### config.mk
export PLATFORM = sky130hd
export DESIGN_NAME = mem_arbiter_flat
export DESIGN_NICKNAME = d
export VERILOG_FILES = /design/src/rtl/mem_arbiter_if.sv /design/src/rtl/mem_arbiter.sv /design/src/flat_wrapper.sv
export SDC_FILE = /design/constraint.sdc
export NUM_CORES = 1
export LEC_CHECK = 0
export ABC_AREA = 1
export CAP_MARGIN = 10
export CORE_ASPECT_RATIO = 0.8
export CORE_MARGIN = 3
export CORE_UTILIZATION = 45
export DETAILED_ROUTE_END_ITERATION = 12
export GPL_ROUTABILITY_DRIVEN = 0
export GPL_TIMING_DRIVEN = 0
export PLACE_DENSITY = 0.91
export REMOVE_ABC_BUFFERS = 1
export SYNTH_ARGS = -nofsm -noshare
export SYNTH_HDL_FRONTEND = slang
export SYNTH_SLANG_ARGS = --single-unit
### constraint.sdc
create_clock -name clock -period 2.3 [get_ports clock]
set_input_delay 0.575 -clock clock [delete_from_list [all_inputs] [get_ports clock]]
set_output_delay 0.575 -clock clock [all_outputs]
set_load 0.02 [all_outputs]
### src/rtl/mem_arbiter_if.sv
// Bus bundle between the memory arbiter, its two requesters (CPU, DMA/loader) and the memory.
// slave = arbiter side, master = requester/memory side.
interface mem_arbiter_if #(
    parameter int ADDR_W = 8,
    parameter int DATA_W = 24
);
    logic              cpu_req;
    logic              cpu_we;
    logic [ADDR_W-1:0] cpu_addr;
    logic [DATA_W-1:0] cpu_wdata;
    logic [DATA_W-1:0] cpu_rdata;
    logic              cpu_ack;

    logic              dma_req;
    logic              dma_we;
    logic [ADDR_W-1:0] dma_addr;
    logic [DATA_W-1:0] dma_wdata;
    logic [DATA_W-1:0] dma_rdata;
    logic              dma_ack;

    logic [ADDR_W-1:0] mem_addr;
    logic [DATA_W-1:0] mem_wdata;
    logic [DATA_W-1:0] mem_rdata;
    logic              mem_en;
    logic              mem_cs;

    logic              owner;
    logic              busy;

    modport slave (
        input  cpu_req, cpu_we, cpu_addr, cpu_wdata,
        output cpu_rdata, cpu_ack,
        input  dma_req, dma_we, dma_addr, dma_wdata,
        output dma_rdata, dma_ack,
        output mem_addr, mem_wdata, mem_en, mem_cs,
        input  mem_rdata,
        output owner, busy
    );

    modport master (
        output cpu_req, cpu_we, cpu_addr, cpu_wdata,
        input  cpu_rdata, cpu_ack,
        output dma_req, dma_we, dma_addr, dma_wdata,
        input  dma_rdata, dma_ack,
        input  mem_addr, mem_wdata, mem_en, mem_cs,
        output mem_rdata,
        input  owner, busy
    );
endinterface

### src/rtl/mem_arbiter.sv
// Two-port (CPU / DMA) arbiter for a single memory port with a fixed MEM_LAT-cycle access window.
// Define MEM_ARB_ROUND_ROBIN_EN for round-robin arbitration; otherwise the CPU has fixed priority.
module mem_arbiter #(
    parameter int ADDR_W  = 8,
    parameter int DATA_W  = 24,
    parameter int MEM_LAT = 2
) (
    input  logic          clock,
    input  logic          reset_n,
    mem_arbiter_if.slave  bus
);
    localparam int CNT_W = 4;

    typedef enum logic [1:0] {IDLE, ACCESS, RELEASE} state_t;

    state_t                   state, state_nxt;
    logic [CNT_W-1:0]         cnt;
    logic                     grant, done, win_dma;
    logic                     sel_we;
    logic [ADDR_W-1:0]        sel_addr;
    logic [DATA_W-1:0]        sel_wdata;
    logic [1:0][DATA_W-1:0]   rdata;   // [0] = CPU, [1] = DMA
    logic [1:0]               ack;
    logic                     owner;
    logic                     mem_cs, mem_en;
    logic [ADDR_W-1:0]        mem_addr;
    logic [DATA_W-1:0]        mem_wdata;
`ifdef MEM_ARB_ROUND_ROBIN_EN
    logic                     last_dma;
`endif

    always_ff @(posedge clock or negedge reset_n) begin
        if (!reset_n) state <= IDLE;
        else          state <= state_nxt;
    end

    always_comb begin
        state_nxt = state;
        grant     = 1'b0;
        done      = 1'b0;
        win_dma   = 1'b0;
        case (state)
            IDLE: begin
                if (bus.cpu_req || bus.dma_req) begin
                    grant     = 1'b1;
                    state_nxt = ACCESS;
`ifdef MEM_ARB_ROUND_ROBIN_EN
                    // On a tie, the port not served last wins.
                    win_dma = bus.dma_req && (!bus.cpu_req || !last_dma);
`else
                    win_dma = !bus.cpu_req;
`endif
                end
            end
            ACCESS: begin
                if (cnt == '0) begin
                    done      = 1'b1;
                    state_nxt = RELEASE;
                end
            end
            RELEASE: state_nxt = IDLE;
            default: state_nxt = IDLE;
        endcase
    end

    assign sel_we    = win_dma ? bus.dma_we    : bus.cpu_we;
    assign sel_addr  = win_dma ? bus.dma_addr  : bus.cpu_addr;
    assign sel_wdata = win_dma ? bus.dma_wdata : bus.cpu_wdata;

    always_ff @(posedge clock or negedge reset_n) begin
        if (!reset_n) begin
            cnt       <= '0;
            rdata     <= '0;
            ack       <= '0;
            owner     <= 1'b0;
            mem_cs    <= 1'b0;
            mem_en    <= 1'b0;
            mem_addr  <= '0;
            mem_wdata <= '0;
`ifdef MEM_ARB_ROUND_ROBIN_EN
            last_dma  <= 1'b1;
`endif
        end else begin
            ack <= '0;
            if (grant) begin
                owner     <= win_dma;
                mem_cs    <= 1'b1;
                mem_en    <= sel_we;
                mem_addr  <= sel_addr;
                mem_wdata <= sel_wdata;
                cnt       <= CNT_W'(MEM_LAT - 1);
`ifdef MEM_ARB_ROUND_ROBIN_EN
                last_dma  <= win_dma;
`endif
            end else if (state == ACCESS) begin
                if (done) begin
                    // mem_en still holds the latched write flag here
                    if (!mem_en) rdata[owner] <= bus.mem_rdata;
                    ack[owner] <= 1'b1;
                    mem_cs     <= 1'b0;
                    mem_en     <= 1'b0;
                end else begin
                    cnt <= cnt - 1'b1;
                end
            end
        end
    end

    assign bus.cpu_rdata = rdata[0];
    assign bus.dma_rdata = rdata[1];
    assign bus.cpu_ack   = ack[0];
    assign bus.dma_ack   = ack[1];
    assign bus.owner     = owner;
    assign bus.busy      = (state != IDLE);
    assign bus.mem_cs    = mem_cs;
    assign bus.mem_en    = mem_en;
    assign bus.mem_addr  = mem_addr;
    assign bus.mem_wdata = mem_wdata;
endmodule

### src/flat_wrapper.sv
// flat-port wrapper written by rule: the top's interface ports become plain ports
module mem_arbiter_flat 
#(
    parameter int ADDR_W  = 8,
    parameter int DATA_W  = 24,
    parameter int MEM_LAT = 2
)
  (clock, reset_n, bus_cpu_req, bus_cpu_we, bus_cpu_addr, bus_cpu_wdata, bus_cpu_rdata, bus_cpu_ack, bus_dma_req, bus_dma_we, bus_dma_addr, bus_dma_wdata, bus_dma_rdata, bus_dma_ack, bus_mem_addr, bus_mem_wdata, bus_mem_en, bus_mem_cs, bus_mem_rdata, bus_owner, bus_busy);
  mem_arbiter_if #(.ADDR_W(ADDR_W), .DATA_W(DATA_W)) bus_i ();
  input  logic clock;
  input  logic reset_n;
  input wire logic [$bits(bus_i.cpu_req)-1:0] bus_cpu_req;
  input wire logic [$bits(bus_i.cpu_we)-1:0] bus_cpu_we;
  input wire logic [$bits(bus_i.cpu_addr)-1:0] bus_cpu_addr;
  input wire logic [$bits(bus_i.cpu_wdata)-1:0] bus_cpu_wdata;
  output wire logic [$bits(bus_i.cpu_rdata)-1:0] bus_cpu_rdata;
  output wire logic [$bits(bus_i.cpu_ack)-1:0] bus_cpu_ack;
  input wire logic [$bits(bus_i.dma_req)-1:0] bus_dma_req;
  input wire logic [$bits(bus_i.dma_we)-1:0] bus_dma_we;
  input wire logic [$bits(bus_i.dma_addr)-1:0] bus_dma_addr;
  input wire logic [$bits(bus_i.dma_wdata)-1:0] bus_dma_wdata;
  output wire logic [$bits(bus_i.dma_rdata)-1:0] bus_dma_rdata;
  output wire logic [$bits(bus_i.dma_ack)-1:0] bus_dma_ack;
  output wire logic [$bits(bus_i.mem_addr)-1:0] bus_mem_addr;
  output wire logic [$bits(bus_i.mem_wdata)-1:0] bus_mem_wdata;
  output wire logic [$bits(bus_i.mem_en)-1:0] bus_mem_en;
  output wire logic [$bits(bus_i.mem_cs)-1:0] bus_mem_cs;
  input wire logic [$bits(bus_i.mem_rdata)-1:0] bus_mem_rdata;
  output wire logic [$bits(bus_i.owner)-1:0] bus_owner;
  output wire logic [$bits(bus_i.busy)-1:0] bus_busy;
  assign bus_i.cpu_req = bus_cpu_req;
  assign bus_i.cpu_we = bus_cpu_we;
  assign bus_i.cpu_addr = bus_cpu_addr;
  assign bus_i.cpu_wdata = bus_cpu_wdata;
  assign bus_cpu_rdata = bus_i.cpu_rdata;
  assign bus_cpu_ack = bus_i.cpu_ack;
  assign bus_i.dma_req = bus_dma_req;
  assign bus_i.dma_we = bus_dma_we;
  assign bus_i.dma_addr = bus_dma_addr;
  assign bus_i.dma_wdata = bus_dma_wdata;
  assign bus_dma_rdata = bus_i.dma_rdata;
  assign bus_dma_ack = bus_i.dma_ack;
  assign bus_mem_addr = bus_i.mem_addr;
  assign bus_mem_wdata = bus_i.mem_wdata;
  assign bus_mem_en = bus_i.mem_en;
  assign bus_mem_cs = bus_i.mem_cs;
  assign bus_i.mem_rdata = bus_mem_rdata;
  assign bus_owner = bus_i.owner;
  assign bus_busy = bus_i.busy;
  mem_arbiter #(.ADDR_W(ADDR_W), .DATA_W(DATA_W), .MEM_LAT(MEM_LAT)) u_core (.clock(clock), .reset_n(reset_n), .bus(bus_i));
endmodule
# Word-level counts from Yosys, hierarchy flattened
# Index checks and enable logic that the tools add are counted.
[op_classes]
add_sub_neg = 1
order_cmp = 2
eq_ne = 4
n_mux = 27
n_bitwise = 2
n_reduce_logical = 12
[op_table]
columns = ["cell", "n"]
rows = [
  ["$bwmux 48", 1],
  ["$mux 24", 2],
  ["$demux 24 s1", 1],
  ["$mux 1", 12],
  ["$mux 4", 3],
  ["$mux 2", 5],
  ["$mux 8", 1],
  ["$ne 2x1->1 const B", 3],
  ["$reduce_and 2->1", 3],
  ["$reduce_bool 2->1", 3],
  ["$logic_not 4->1", 1],
  ["$pmux 2 s2", 1],
  ["$reduce_and 4->1", 1],
  ["$sub 4x1->4 const B", 1],
  ["$eq 2x1->1 const B", 1],
  ["$logic_not 2->1", 1],
  ["$lt 1x2->1 const B", 1],
  ["$not 1->1", 2],
  ["$demux 1 s1", 1],
  ["$ge 1x1->1 const B", 1],
  ["$logic_and 1x1->1", 1],
  ["$logic_not 1->1", 1],
  ["$logic_or 1x1->1", 1],
]
[word_totals]
reg_bits = 91
inputBits = 94
output_inout_bits = 86

# Depth between registers and ports, before layout
[logic_depth]
word_depth = 7
depth_mapped = 8
ltp_nobuf = 7

# Least setup slack after synthesis
# No wires, ideal clock.
[synth_path]
path_kind = "reg-to-reg"
startpoint = "register u_core.cnt[0]"
endpoint = "register u_core.rdata, in the netlist u_core.bus.cpu_rdata[0]"
t_arrival_ns = 1.298
slack_ns = 0.885
stages_incl_launch_ff = 9
path_cell_list = "dfrtp_1 > inv_1 > ha_1 > nand2_1 > nor2_1 > nand4_2 > buf_2 > nand2_1 > nand2_1"
[synth_between]
elab_chain_len = 4
[synth_rtl]
columns = ["element", "line", "rtl"]
rows = [
  ["from (decl)", "mem_arbiter.sv:17", "logic [CNT_W-1:0] cnt;"],
  ["from (signal assigned)", "mem_arbiter.sv:91", "cnt <= CNT_W'(MEM_LAT - 1);"],
  ["from (signal assigned)", "mem_arbiter.sv:103", "cnt <= cnt - 1'b1;"],
  ["$logic_not 4->1", "mem_arbiter.sv:56", "if (cnt == '0) begin"],
  ["$mux 1", "mem_arbiter.sv:56", ""],
  ["$mux 1", "mem_arbiter.sv:42", "case (state)"],
  ["$reduce_and 4->1 (no line)", "--", ""],
  ["to (signal, indexed assignment)", "mem_arbiter.sv:98", "if (!mem_en) rdata[owner] <= bus.mem_rdata;"],
  ["to (decl)", "mem_arbiter.sv:22", "logic [1:0][DATA_W-1:0] rdata;"],
]
# No other way between the ends.
# A chain may end at the register's enable or synchronous reset.

# Final worst setup path
[layout_path]
startpoint = "register u_core.owner (netlist: u_core.bus.owner)"
endpoint = "register u_core.rdata, in the netlist u_core.bus.cpu_rdata[10]"
[layout_between]
elab_chain_len = 5
elab_cells_between_ends = 6
cone_classes = "2 x order compare; 3 x mux; 1 x reduce/logical"
[layout_rtl]
columns = ["element", "line", "rtl"]
rows = [
  ["from (decl)", "mem_arbiter.sv:24", "logic owner;"],
  ["from (signal assigned)", "mem_arbiter.sv:86", "owner <= win_dma;"],
  ["$lt 1x2->1 (not written as such) or $ge 1x1->1 (tied branches)", "mem_arbiter.sv:98", ""],
  ["$logic_and 1x1->1 (not written as such)", "mem_arbiter.sv:98", ""],
  ["$mux 24 (not written as such)", "mem_arbiter.sv:98", ""],
  ["$demux 24 s1 *", "--", ""],
  ["$bwmux 48 *", "mem_arbiter.sv:98", ""],
]
# Every way passes the cells marked *; elsewhere a longest branch is shown, timed or not.

==> results.rst <==
.. list-table::
   :header-rows: 1

   * - Metric
     - Value
   * - Result of the run
     - finished clean
   * - Fillers
     - 624
   * - Class of the worst hold path
     - primary input to async pin
   * - Area Overhead vs Synth
     - 53.83%
   * - Antenna violation net count after detailed routing
     - 0
   * - Adder and majority cell fraction of the synthesized area
     - 0.3062%
   * - Critical path startpoint category
     - flop
   * - Antenna violations before repair
     - 0
   * - Mux share of post-synthesis cell area
     - 0%
   * - DR vias
     - 4,131
   * - Pwr dens
     - 1445 nW/µm²
   * - Std-Cell Rows
     - 30
   * - Pwr Total
     - 0.009081 W
   * - Number of max-slew violations in the final report
     - 0
   * - Largest vdd supply drop
     - 1.096 mV
   * - Final instance count without filler cells
     - 794
   * - TritonCTS clock tree
     - yes
   * - Setup repair bufs after CTS
     - 0
   * - Final setup vio count
     - 0
   * - Flip-flop and latch count after synthesis
     - 91
   * - Achievable frequency
     - 0.4695 GHz
   * - Antenna diode count
     - 0
   * - Reg2Reg Depth
     - 4
   * - Clk Latency, worst-skew pair
     - 0.34 ns
   * - Overall routing resource usage
     - 24.95%
   * - Crit path DAT
     - 2.35 ns
   * - Die X
     - 112.5 µm
   * - Hold-fix buffer count after cts
     - 0
   * - Avg WL per Cell
     - 16.06 µm
   * - Crit share post-route
     - 92.61%
   * - RSZ-0062 raised after global routing
     - false
   * - Clk buf depth
     - 2
   * - Syn. warnings
     - 0
   * - Startpoint of the worst-slack reg-to-reg timing path
     - u_core.bus.owner$_DFFE_PN0P_
   * - Area of the core region
     - 8671 µm²
   * - Required time worst endpoint
     - 2.52 ns
   * - Simple-gate share of the synthesized area
     - 31.32%
   * - Synthesized area
     - 4086 µm²
   * - CTS clk-pin slew, worst paths
     - 0.06 ns
   * - Fraction of post-synthesis cell area in the top cell type by area
     - 55.73%
   * - Pin slew with the least headroom to its limit
     - 0.7724 ns
   * - Worst Path Max Fanout
     - 28
   * - Clock skew
     - 0.006523 ns
   * - Post-layout minimum cycle time
     - 2.130 ns
   * - Launching instance or port of the critical path
     - u_core.bus.owner$_DFFE_PN0P_
   * - Critical Setup Path Class
     - flop to flop
   * - Vias in the first global route
     - 4,070
   * - Clock H-tree levels
     - 3
   * - Length of the first detailed-routing pass in iterations
     - 5
   * - Mean area per synthesized cell
     - 7.997 µm²
   * - Reg-to-reg setup timing slack
     - 0.17 ns
   * - HPWL Detailed
     - 8.590 mm
   * - Worst slew margin relative to its limit
     - 48.39%
   * - Sequential-to-total area share from yosys stat
     - 55.73%
   * - Post-Synth XOR/XNOR Area
     - 0.2143%
   * - Area leader, netlist
     - dfrtp_1
   * - Total Wirelength
     - 12.75 mm
   * - Ratio of routed vias to standard cells
     - 5.203
   * - First-pass GRT wire length
     - 20.47 mm
   * - Final Hold Fails
     - 0
   * - Root buffer selected by CTS
     - clkbuf_16
   * - Violation count after the first detailed-route iteration
     - 239
   * - Number of buffers added by the clock tree synthesis step
     - 9
   * - Compound-cell area share of the yosys netlist
     - 4.746%
   * - Placed instance count
     - 776
   * - Die Outline Area
     - 10,270 µm²
   * - Total overflow reported by the global router
     - 0
   * - Leading cell types by total area after synthesis
     - dfrtp_1, nand2_1, inv_1, nand4_1, nand3_1
   * - Final setup TNS
     - 0 ns
   * - Final routed DRC violation total
     - 0
   * - Maximum number of pins on one net before global-route repair
     - 71
   * - Buffers added on ports
     - 179
   * - Largest family of logic cells by synthesized area
     - simple AND/OR/NAND/NOR gates
   * - Initial Util
     - 47.13%
   * - Fraction of layout instances using a drive strength above 1
     - 4.985%
   * - Worst hold margin
     - 0.1296 ns
   * - Setup crit end kind
     - flop
   * - Number of nets in the final layout
     - 772
   * - Lkg Pwr
     - 3.079 nW
   * - Post-Syn Instances
     - 511
   * - Die H
     - 91.24 µm
   * - Area occupied by multi-input gates
     - 1533 µm²
   * - Top Ports
     - 180
   * - Maxcap violations
     - 0
   * - Sinks on Clock Net
     - 91
   * - Sequential cell area
     - 2277 µm²
   * - Reg2reg end
     - u_core.bus.cpu_rdata[10]$_DFFE_PN0P_
   * - Library cells used by synthesis
     - 22
-- stage by stage --
stage	setup slack [ns]	area, µm²	util [%]
floorplan	0.1770	3938	-
global placement	-2.680	5869	67.69
detailed placement	-0.3675	5952	68.64
CTS	0.02401	6271	72.32
global route	0.05466	6286	72.50
finish	0.1699	6286	72.50
-- state kept, by name, summed over array words and instances (netlist names) --
register	count
u_core.bus.owner	1
u_core.ack	2
u_core.bus.mem_wdata	24
u_core.bus.mem_cs	1
u_core.bus.mem_addr	8
u_core.cnt	4
u_core.bus.dma_rdata	24
u_core.bus.cpu_rdata	24
u_core.state	2
u_core.bus.mem_en	1
-- area by class of cell --
| type | instances | area share [%] |
|---|---|---|
| sequential | 91 | 36.23 |
| timing repair buffer | 182 | 29.66 |
| multi-input combinational | 349 | 24.38 |
| clock buffer | 10 | 3.802 |
| inverter | 44 | 2.687 |
| tap | 112 | 2.229 |
| clock inverter | 6 | 1.015 |
-- power by group --
part	leakage, nW	switching (W)	total (W)	internal, W
logic	1.83	0.00276	0.00472	0.00196
registers	1.11	0.000467	0.00286	0.00240
clock network	0.145	0.000624	0.00150	0.000872
total	3.08	0.00385	0.00908	0.00523
-- synthesized netlist by cell type --
| library cell | n |
|---|---|
| nand3_1 | 29 |
| nand4_2 | 1 |
| o21ai_2 | 1 |
| ha_1 | 1 |
| a21oi_1 | 1 |
| clkbuf_1 | 8 |
| buf_2 | 17 |
| nor2_2 | 3 |
| nor2_4 | 1 |
| nand2_2 | 2 |
| xor2_1 | 1 |
| inv_1 | 42 |
| nand4_1 | 25 |
| buf_1 | 1 |
| nor2_1 | 38 |
| nand2_1 | 208 |
| buf_4 | 1 |
| inv_2 | 2 |
| buf_6 | 2 |
| dfrtp_1 | 91 |
| o21ai_0 | 22 |
| o21ai_1 | 14 |
-- critical path, stage by stage (launching register included) --
cell and delay, ns:
dfrtp_1 0.42, inv_2 0.47, nand4_2 0.76, nand2_1 0.27, nand2_1 0.09
-- worst max-delay path by stage --
stage                                                 endpoint  slack, ns  cells after the start
after global routing       u_core.bus.mem_wdata[8]$_DFFE_PN0P_       0.05                      8
after CTS                 u_core.bus.cpu_rdata[12]$_DFFE_PN0P_       0.02                      4
final                     u_core.bus.cpu_rdata[10]$_DFFE_PN0P_       0.17                      4
after global placement     u_core.bus.mem_wdata[8]$_DFFE_PN0P_      -2.68                      1
after detailed placement  u_core.bus.dma_rdata[11]$_DFFE_PN0P_      -0.37                      7
after floorplan             u_core.bus.mem_addr[0]$_DFFE_PN0P_       0.18                      4
-- routing by layer --
metal	up-vias	routed length, µm	GRT usage (%)
met2	181	6525	42.46
met4	0	352	9.409
li1	1937	-	-
met3	28	991	7.795
met1	1985	4879	29.55
met5	-	0	0
-- logic make-up (layout without fill, tap and decap cells) --
kind of cell	count (synthesis)	after routing
XOR/XNOR	1	1
flip-flops	91	91
buffers and inverters	73	242
adder cells (fa/ha/maj)	1	1
AO/OA/AOI/OAI	38	38
AND/OR/NAND/NOR	307	309
-- cells in the final DEF, fill, tap and decap left out, types with 2 or more instances in the layout --
cell type        netlist  routed
nor2_1                38      38
clkdlybuf4s50_1        0     178
clkinv_2               0       2
nand2_1              208     207
buf_16                 0       2
dfrtp_1               91      91
clkbuf_16              0       9
nand3_1               29      29
nor2_2                 3       3
o21ai_0               22      22
o21ai_1               14      14
nand2_2                2       2
inv_1                 42      41
clkinvlp_4             0       3
nand4_1               25      25
nor2_4                 1       3
inv_2                  2       2
-- timing repair --
item                       CTS  global route
pin swaps                    1             1
gates cloned                 1             1
resized for setup            2             2
setup endpoints to repair   24            47
(Power assumes the default switching activity.)
